## src/rtl/gsim_result_reorder.sv

```systemverilog
// Captures a column-interleaved 16-word GSIM solution burst, reorders it into natural
// index order and replays it on a valid/ready stream with a rounded int16 view per word.
module gsim_result_reorder #(
    parameter int unsigned DW     = 32,
    parameter int unsigned NWORDS = 16,
    parameter int unsigned FRAC   = 16
) (
    input  logic          clk,
    input  logic          reset,
    input  logic          x_valid,
    input  logic [31:0]   x_in,
    output logic          m_valid,
    input  logic          m_ready,
    output logic [31:0]   m_data,
    output logic [3:0]    m_idx,
    output logic [15:0]   m_int,
    output logic          m_last,
    output logic          busy,
    output logic          frame_err,
    output logic          overrun
);

    localparam int unsigned IW   = $clog2(NWORDS);
    localparam int unsigned QW   = DW - FRAC + 1;
    localparam int unsigned HALF = 1 << (FRAC - 1);
    localparam logic signed [QW-1:0] QMAX = QW'(32767);
    localparam logic signed [QW-1:0] QMIN = QW'(-32768);

    typedef enum logic [1:0] {
        IDLE    = 2'd0,
        COLLECT = 2'd1,
        DRAIN   = 2'd2
    } state_e;

    state_e          state_q, state_d;
    logic [IW-1:0]   cnt_q, cnt_d;
    logic            m_valid_q, m_valid_d;
    logic [DW-1:0]   m_data_q, m_data_d;
    logic [IW-1:0]   m_idx_q, m_idx_d;
    logic [15:0]     m_int_q, m_int_d;
    logic            m_last_q, m_last_d;
    logic            busy_q;
    logic            frame_err_q, frame_err_d;
    logic            overrun_q, overrun_d;
    logic            wr_en;
    logic [IW-1:0]   wr_addr;
    logic [IW-1:0]   rd_nxt;
    logic [DW-1:0]   mem_q [NWORDS];

    // Round half toward +inf, then saturate into int16.
    function automatic logic [15:0] round_sat(input logic [DW-1:0] d);
        logic signed [DW:0]   t;
        logic signed [QW-1:0] q;
        t = $signed({d[DW-1], d}) + $signed((DW+1)'(HALF));
        q = t[DW:FRAC];
        if (q > QMAX) begin
            return 16'h7FFF;
        end else if (q < QMIN) begin
            return 16'h8000;
        end
        return q[15:0];
    endfunction

    always_comb begin
        state_d     = state_q;
        cnt_d       = cnt_q;
        m_valid_d   = m_valid_q;
        m_data_d    = m_data_q;
        m_idx_d     = m_idx_q;
        m_last_d    = m_last_q;
        frame_err_d = 1'b0;
        overrun_d   = overrun_q;
        wr_en       = 1'b0;
        // Arrival k lands at natural index {k[1:0],k[3:2]}.
        wr_addr     = {cnt_q[1:0], cnt_q[3:2]};
        rd_nxt      = m_idx_q + IW'(1);

        unique case (state_q)
            IDLE: begin
                if (x_valid) begin
                    wr_en     = 1'b1;
                    wr_addr   = '0;
                    cnt_d     = IW'(1);
                    overrun_d = 1'b0;
                    state_d   = COLLECT;
                end
            end
            COLLECT: begin
                if (x_valid) begin
                    wr_en = 1'b1;
                    if (cnt_q == IW'(NWORDS - 1)) begin
                        state_d   = DRAIN;
                        cnt_d     = '0;
                        m_valid_d = 1'b1;
                        m_idx_d   = '0;
                        m_last_d  = 1'b0;
                        m_data_d  = mem_q[0];
                    end else begin
                        cnt_d = cnt_q + IW'(1);
                    end
                end else begin
                    frame_err_d = 1'b1;
                    cnt_d       = '0;
                    state_d     = IDLE;
                end
            end
            DRAIN: begin
                if (x_valid) begin
                    overrun_d = 1'b1;
                end
                if (m_valid_q && m_ready) begin
                    if (m_last_q) begin
                        m_valid_d = 1'b0;
                        state_d   = IDLE;
                    end else begin
                        m_idx_d  = rd_nxt;
                        m_last_d = (rd_nxt == IW'(NWORDS - 1));
                        m_data_d = mem_q[rd_nxt];
                    end
                end
            end
            default: state_d = IDLE;
        endcase

        m_int_d = round_sat(m_data_d);
    end

    always_ff @(posedge clk or posedge reset) begin
        if (reset) begin
            state_q     <= IDLE;
            cnt_q       <= '0;
            m_valid_q   <= 1'b0;
            m_data_q    <= '0;
            m_idx_q     <= '0;
            m_int_q     <= '0;
            m_last_q    <= 1'b0;
            busy_q      <= 1'b0;
            frame_err_q <= 1'b0;
            overrun_q   <= 1'b0;
        end else begin
            state_q     <= state_d;
            cnt_q       <= cnt_d;
            m_valid_q   <= m_valid_d;
            m_data_q    <= m_data_d;
            m_idx_q     <= m_idx_d;
            m_int_q     <= m_int_d;
            m_last_q    <= m_last_d;
            busy_q      <= (state_d != IDLE);
            frame_err_q <= frame_err_d;
            overrun_q   <= overrun_d;
        end
    end

    // Frame buffer holds no state worth resetting; it is never read before being filled.
    always_ff @(posedge clk) begin
        if (wr_en) begin
            mem_q[wr_addr] <= x_in;
        end
    end

    assign m_valid   = m_valid_q;
    assign m_data    = m_data_q;
    assign m_idx     = m_idx_q;
    assign m_int     = m_int_q;
    assign m_last    = m_last_q;
    assign busy      = busy_q;
    assign frame_err = frame_err_q;
    assign overrun   = overrun_q;

endmodule

```

## config.mk

```make
export PLATFORM = sky130hd
export DESIGN_NAME = gsim_result_reorder
export DESIGN_NICKNAME = d
export VERILOG_FILES = /design/src/rtl/gsim_result_reorder.sv
export SDC_FILE = /design/constraint.sdc
export NUM_CORES = 1
export LEC_CHECK = 0
export ABC_CLOCK_PERIOD_IN_PS = 5000
export CELL_PAD_IN_SITES_DETAIL_PLACEMENT = 1
export CELL_PAD_IN_SITES_GLOBAL_PLACEMENT = 1
export CORE_ASPECT_RATIO = 0.8
export CORE_MARGIN = 2
export CORE_UTILIZATION = 53
export CTS_CLUSTER_SIZE = 16
export DETAILED_ROUTE_END_ITERATION = 16
export PLACE_DENSITY = 0.91
export SLEW_MARGIN = 10
export SYNTH_ARGS = -nofsm -noshare
export SYNTH_HDL_FRONTEND = slang
export SYNTH_SLANG_ARGS = --single-unit
```

## constraint.sdc

```tcl
create_clock -name clk -period 5 [get_ports clk]
set_clock_uncertainty 0.05 [all_clocks]
set_input_delay 0.5 -clock clk [delete_from_list [all_inputs] [get_ports clk]]
set_output_delay 0.5 -clock clk [all_outputs]
set_load 0.03 [all_outputs]
```

**Word-level counts from Yosys, hierarchy flattened**

Memory sizes are Yosys's and may differ from the RTL's.
Index checks and enable logic that the tools add are counted.

- Bits in registers: 63
- Memory bits (writable): 512
- Output and inout bits: 57
- Word-level logic and storage cells: 85
- Memories: 1

- Add/subtract/negate cells: 3
- $lt $le $gt $ge: 2
- Equality and inequality tests: 11
- Mux-type cells: 46
- Reductions and logical operators: 12

Memory list:

| name | words | width | read ports | clocked after memory_dff | wr ports | RTL line | text |
|---|---|---|---|---|---|---|---|
| mem_q | 16 | 32 | 2 | 0 | 1 | 48 | `logic [DW-1:0] mem_q [NWORDS];` |

Operator list:

| cell | number |
|---|---|
| 32-bit 2-to-1 mux | 4 |
| 32-bit one-hot mux with 2 select lines | 1 |
| 16-bit 2-to-1 mux | 3 |
| 4-bit 2-to-1 mux | 9 |
| 32-bit by 17-bit adder with 33-bit output, second input constant | 1 |
| 1-bit 2-to-1 mux | 18 |
| 17-bit by 16-bit greater-than comparator with 1-bit output, second input constant | 1 |
| 17-bit by 16-bit < comparator with 1-bit output, second input constant | 1 |
| 4-bit one-hot mux with 2 select lines | 2 |
| 2-bit inequality test, second input constant | 7 |
| 2-bit 2-to-1 mux | 5 |
| 5-bit AND reduction | 2 |
| 4-bit by 1-bit adder with 4-bit output, second input constant | 2 |
| 4-bit equality test, second input constant | 2 |
| 2-bit nonzero test | 4 |
| 1-bit one-hot mux with 2 select lines | 3 |
| 2-bit one-hot mux with 3 select lines | 1 |
| 4-bit AND reduction | 1 |
| 3-bit AND reduction | 1 |
| 2-bit by 1-bit equality test with 1-bit output, second input constant | 1 |
| 2-bit equality test, second input constant | 1 |
| 2-bit logical NOT | 1 |
| 2-bit AND reduction | 1 |
| 2-bit OR reduction | 1 |
| 1-bit logical AND | 1 |

**Logic depth before layout (Yosys ltp)**

Gate-level depths: netlist of the first run.
An unclocked memory read counts as a cell.

- Depth in word-level cells: 10
- Gate-level depth with buffers: 21
- Mapped depth without buffers: 14

**Worst setup path before layout of the first run**

No wires, ideal clock.

- Kind: register to register
- Start point: reg m_idx_q[0] (netlist: m_idx[0])
- End point: reg m_data_q[14] (netlist: m_data[14])
- Arrival: 4318 ps
- Required time: 4820 ps
- Setup slack: 502 ps
- Stages on the path, launching flop included: 16
- Buffers on the path: 9
- Path through: dfrtp_1 buf_6 buf_6 buf_6 buf_2 buf_1 inv_1 ha_1 buf_4 clkbuf_1 clkbuf_1 clkbuf_1 mux4_2 mux4_2 a22oi_1 o21ai_0

- Cells in the longest elaborated chain, start to end: 5

RTL lines:

| item | RTL line | text |
|---|---|---|
| start, declared | 39 | `logic [IW-1:0] m_idx_q, m_idx_d;` |
| start signal, assigned | 145 | `m_idx_q <= m_idx_d;` |
| 4-bit by 1-bit adder with 4-bit output | 76 | `rd_nxt = m_idx_q + IW'(1);` |
| memory read 16 x 32 bit | - |  |
| 32-bit 2-to-1 mux | 112 | `if (m_last_q) begin` |
| 32-bit 2-to-1 mux | 111 | `if (m_valid_q && m_ready) begin` |
| 32-bit one-hot mux with 2 select lines | 78 | `unique case (state_q)` |
| end signal, assigned | 144 | `m_data_q <= m_data_d;` |
| end, declared | 38 | `logic [DW-1:0] m_data_q, m_data_d;` |

No other way between the ends.
A chain may end at the register's enable or synchronous reset.

**Worst setup path in the final report of the first run**

- Start point: reg state_q[1]
- End point: reg m_int_q[13] (netlist: m_int[13])

- Cells in the longest elaborated chain, start to end: 7
- Elaborated cells between the ends (all ways): 10
- Those cells by class: 1 x add/sub; 2 x order compare; 2 x eq/ne; 5 x mux

RTL lines:

| item | RTL line | text |
|---|---|---|
| start, declared | 35 | `state_e state_q, state_d;` |
| start signal, assigned | 141 | `state_q <= state_d;` |
| 2-bit equality test / 2-bit by 1-bit equality test with 1-bit output (equally long branches) | 78 |  |
| 32-bit one-hot mux with 2 select lines * | 78 |  |
| named net m_data_d[15] | 38 |  |
| 32-bit by 17-bit adder with 33-bit output * | 54 | `t = $signed({d[DW-1], d}) + $signed((DW+1)'(HALF));` |
| 17-bit by 16-bit < comparator with 1-bit output | 58 | `end else if (q < QMIN) begin` |
| 1-bit 2-to-1 mux | 58 |  |
| 1-bit 2-to-1 mux | 56 | `if (q > QMAX) begin` |
| 16-bit 2-to-1 mux * | 61 | `return q[15:0];` |
| named net m_int_d[13] | 40 | `logic [15:0] m_int_q, m_int_d;` |
| end signal, assigned | 146 | `m_int_q <= m_int_d;` |
| end, declared | 40 |  |

Mark *: on every way through the listed nets, which the timed path passes. The rest lies on a longest branch.

==> metrics.txt, run 1 <==
status=complete, no violations; critical path launch point type=flop; Cell variety after synth=61; hpwl dp=35470 um; # IOs=93; Syn Area/Cell=19.88 um2; top post-synthesis cells by area=edfxtp_1, mux4_2, dfrtp_1; H-tree depth=2; DR WL/cell=35.17 um; Final Util=62.36%; Post-CTS Repair Setup Buffers=0; unrepaired setup endpoints after global routing=no; vias per cell=6.832; Synth Area in Adders=0.4387%; syn nets=1192; Final Slew Violations=0; Final Hold Fails=0; CTS Buf Count=54; Mapped Cells=1148; Layout area overhead=15.24%; Core Box Area=42170 um2; Die Width=236.0 um; Mapped Area=22820 um2; register area share after synthesis=74.29%; Psw=0.002526 W; placed cell areas=24550 um2; Int Power=0.007843 W; CP Capture Type=flop; row count=67; Final WS setup=0.5623 ns; clk_lat worst skew=0.64 ns; ys flop type=edfxtp_1; Post-Route WL=65970 um; clock buffer depth=3; nets=1320; Final Wtd Congestion=0.7923; largest family of logic cells by synthesized area=multiplexers; most frequent cells in the layout=edfxtp_1, mux4_2, clkdlybuf4s50_1; Final Critical Period=4.438 ns; PD cells=394.3 nW/um2; initial antenna violation count=4; Yosys warnings=0; Port Buffers=92; XOR/XNOR Fraction of Synth Area=0.4661%; share of cells above drive strength 1=22.10%; Seq cells post-synth=575; number of global-route vias before repair=13.71k; clock power share=39.5%; Async SR Flop Fraction=10.96%; first drt pass iteration count=5; Vias=12.82k; Post-CTS Resized=0; most common cell after layout, fill and taps aside=edfxtp_1; setup violators final=0; cts hold-fix bufs=0; EDFF count, synth=512; Max VDD drop=0.2172 mV; sequential power share=53.5%; clk slew on worst S/H paths=0.07 ns; root buffer cell=clkbuf_16; CTS tree=yes; Die Y-Extent=189.6 um; maximum clock frequency=225.3 MHz; pre-CTS WS=0.7136 ns; residual DRC count=0; first-pass GRT wire length=97230 um; post-layout instance area=26300 um2; Synth Area in Compound Gates=4.025%; Hold Crit Class=in2async; grt ovf=0; Setup TNS=0 ns; worst path required time=5.45 ns; Max transition margin=18.96%; largest net degree at the start of global routing=86; switching share of total power=24.36%; Final period util=88.75%; CP max FO=12; combinational power share=7.0%; overall global routing resource usage=30.46%; Die ar.=44740 um2; Setup CP Type=reg2reg; worst slew pin tran=1.216 ns; Worst EP arrival=4.89 ns; antenna viol nets, final=0; Leak=8.872 nW; initial DRC count=1828; Max Cap Viol=0; Initial Util=54.11%; Post-Synth Simple-Gate Area=3.548%; CTS Sinks=575; post-synthesis mux area share=15.36%; cell taking the most area after synthesis=edfxtp_1; top-area cell type share of the netlist area=67.38%
[area by class of cell]
class | count | area [um2]
clock buffers | 65 | 1413
diodes | 3 | 7.507
clock inverters | 36 | 322.8
well taps | 552 | 690.7
fillers | 3513 | 15870
multi-input cells | 491 | 5585
inverters | 24 | 90.09
repair buffers | 130 | 1231
flip-flops and latches | 575 | 16960
[cells in the mapped netlist (all sizes together) (6+ instances only)]
| master | number |
|---|---|
| mux4 | 145 |
| nand3 | 23 |
| inv | 24 |
| clkbuf | 26 |
| ha | 8 |
| nand2 | 66 |
| nor2 | 33 |
| a22oi | 24 |
| xnor2 | 10 |
| buf | 32 |
| a21oi | 10 |
| and2 | 6 |
| mux2i | 19 |
| o21ai | 78 |
| dfrtp | 63 |
| edfxtp | 512 |
[kinds of logic (layout without fill, tap and decap cells)]
group | Yosys count | after routing
AOI/OAI and AO/OA | 147 | 147
xor gates and xnor gates | 10 | 10
adders and majority gates | 8 | 8
buffers and inverters | 82 | 255
DFF | 575 | 575
muxes | 164 | 164
other | 0 | 3
and+or+nand+nor | 162 | 162
[registers in the layout (all words and copies together), names as in the netlist]
register   cells
state_q        2
mem_q        512
cnt_q          4
m_idx          4
m_valid        1
m_last         1
busy           1
m_data        32
overrun        1
frame_err      1
m_int         16
[power by group through the flow]
stage	Combinational [W]	Clock [W]	Sequential (W)
after floorplan	0.000312	0	0.00562
after global routing	0.000755	0.00428	0.00556
after detailed placement	0.000694	0	0.00564
after global placement	0.000643	0	0.00562
after CTS	0.000712	0.00413	0.00555
final	0.000725	0.00410	0.00555
[metal layers]
metal  routed length, um  track usage (%)  vias up
met3                6846            6.660      229
met1               24180            40.60     6692
met5                  12                0        -
met2               31930            48.87      926
li1                    -                -     4967
met4                3001            14.06        2
[worst max-delay path, stage by stage, from the launching register on]
cell	delay, ns
dfrtp_1	0.40
inv_1	0.09
ha_1	0.58
nand3_1	0.13
nor2_1	0.62
a22oi_1	0.27
nand3_1	0.14
o21ai_0	0.20
inv_1	0.16
ha_1	0.19
inv_1	0.12
nor3_2	0.58
nand2_1	0.27
nor4b_1	0.38
o21ai_1	0.12
[metrics by stage]
step,power (W),hold slack (ns),std cells
2_1_floorplan,0.005930,0.4604,1148
3_3_place_gp,0.006260,0.4192,1772
3_5_place_dp,0.006331,0.4248,1772
4_1_cts,0.01039,0.2338,1873
5_1_grt,0.01060,0.2741,1873
6_report,0.01037,0.2152,1876
[path summary, 6_finish.rpt]
check,from,slack (ns),endpoint,cells after the start
min in group clk,m_data[11],0.43,m_data[11],2
setup / recovery,state_q[1],0.56,m_int[13],14
hold / removal,reset,0.22,m_valid,2
setup reg to reg,state_q[1],0.56,m_int[13],14
hold reg to reg,m_data[11],0.43,m_data[11],2
max in group asynchronous,reset,3.67,m_int[5],3
No activity file was read; power rests on OpenSTA's default activity.
==> inputs of run 2 (changes only) <==
==> constraint.sdc (replaced) <==
create_clock -name clk -period 5 [get_ports clk]
set_clock_uncertainty 0.05 [all_clocks]
set_input_delay 0.5 -clock clk [delete_from_list [all_inputs] [get_ports clk]]
set_output_delay 0.5 -clock clk [all_outputs]
set_load 0.01 [all_outputs]
==> results of run 2 <==
Same layout as run 1 (identical final DEF). Status: complete, no violations.
Main changes from that run: total power 0.01037 W -> 0.01035 W
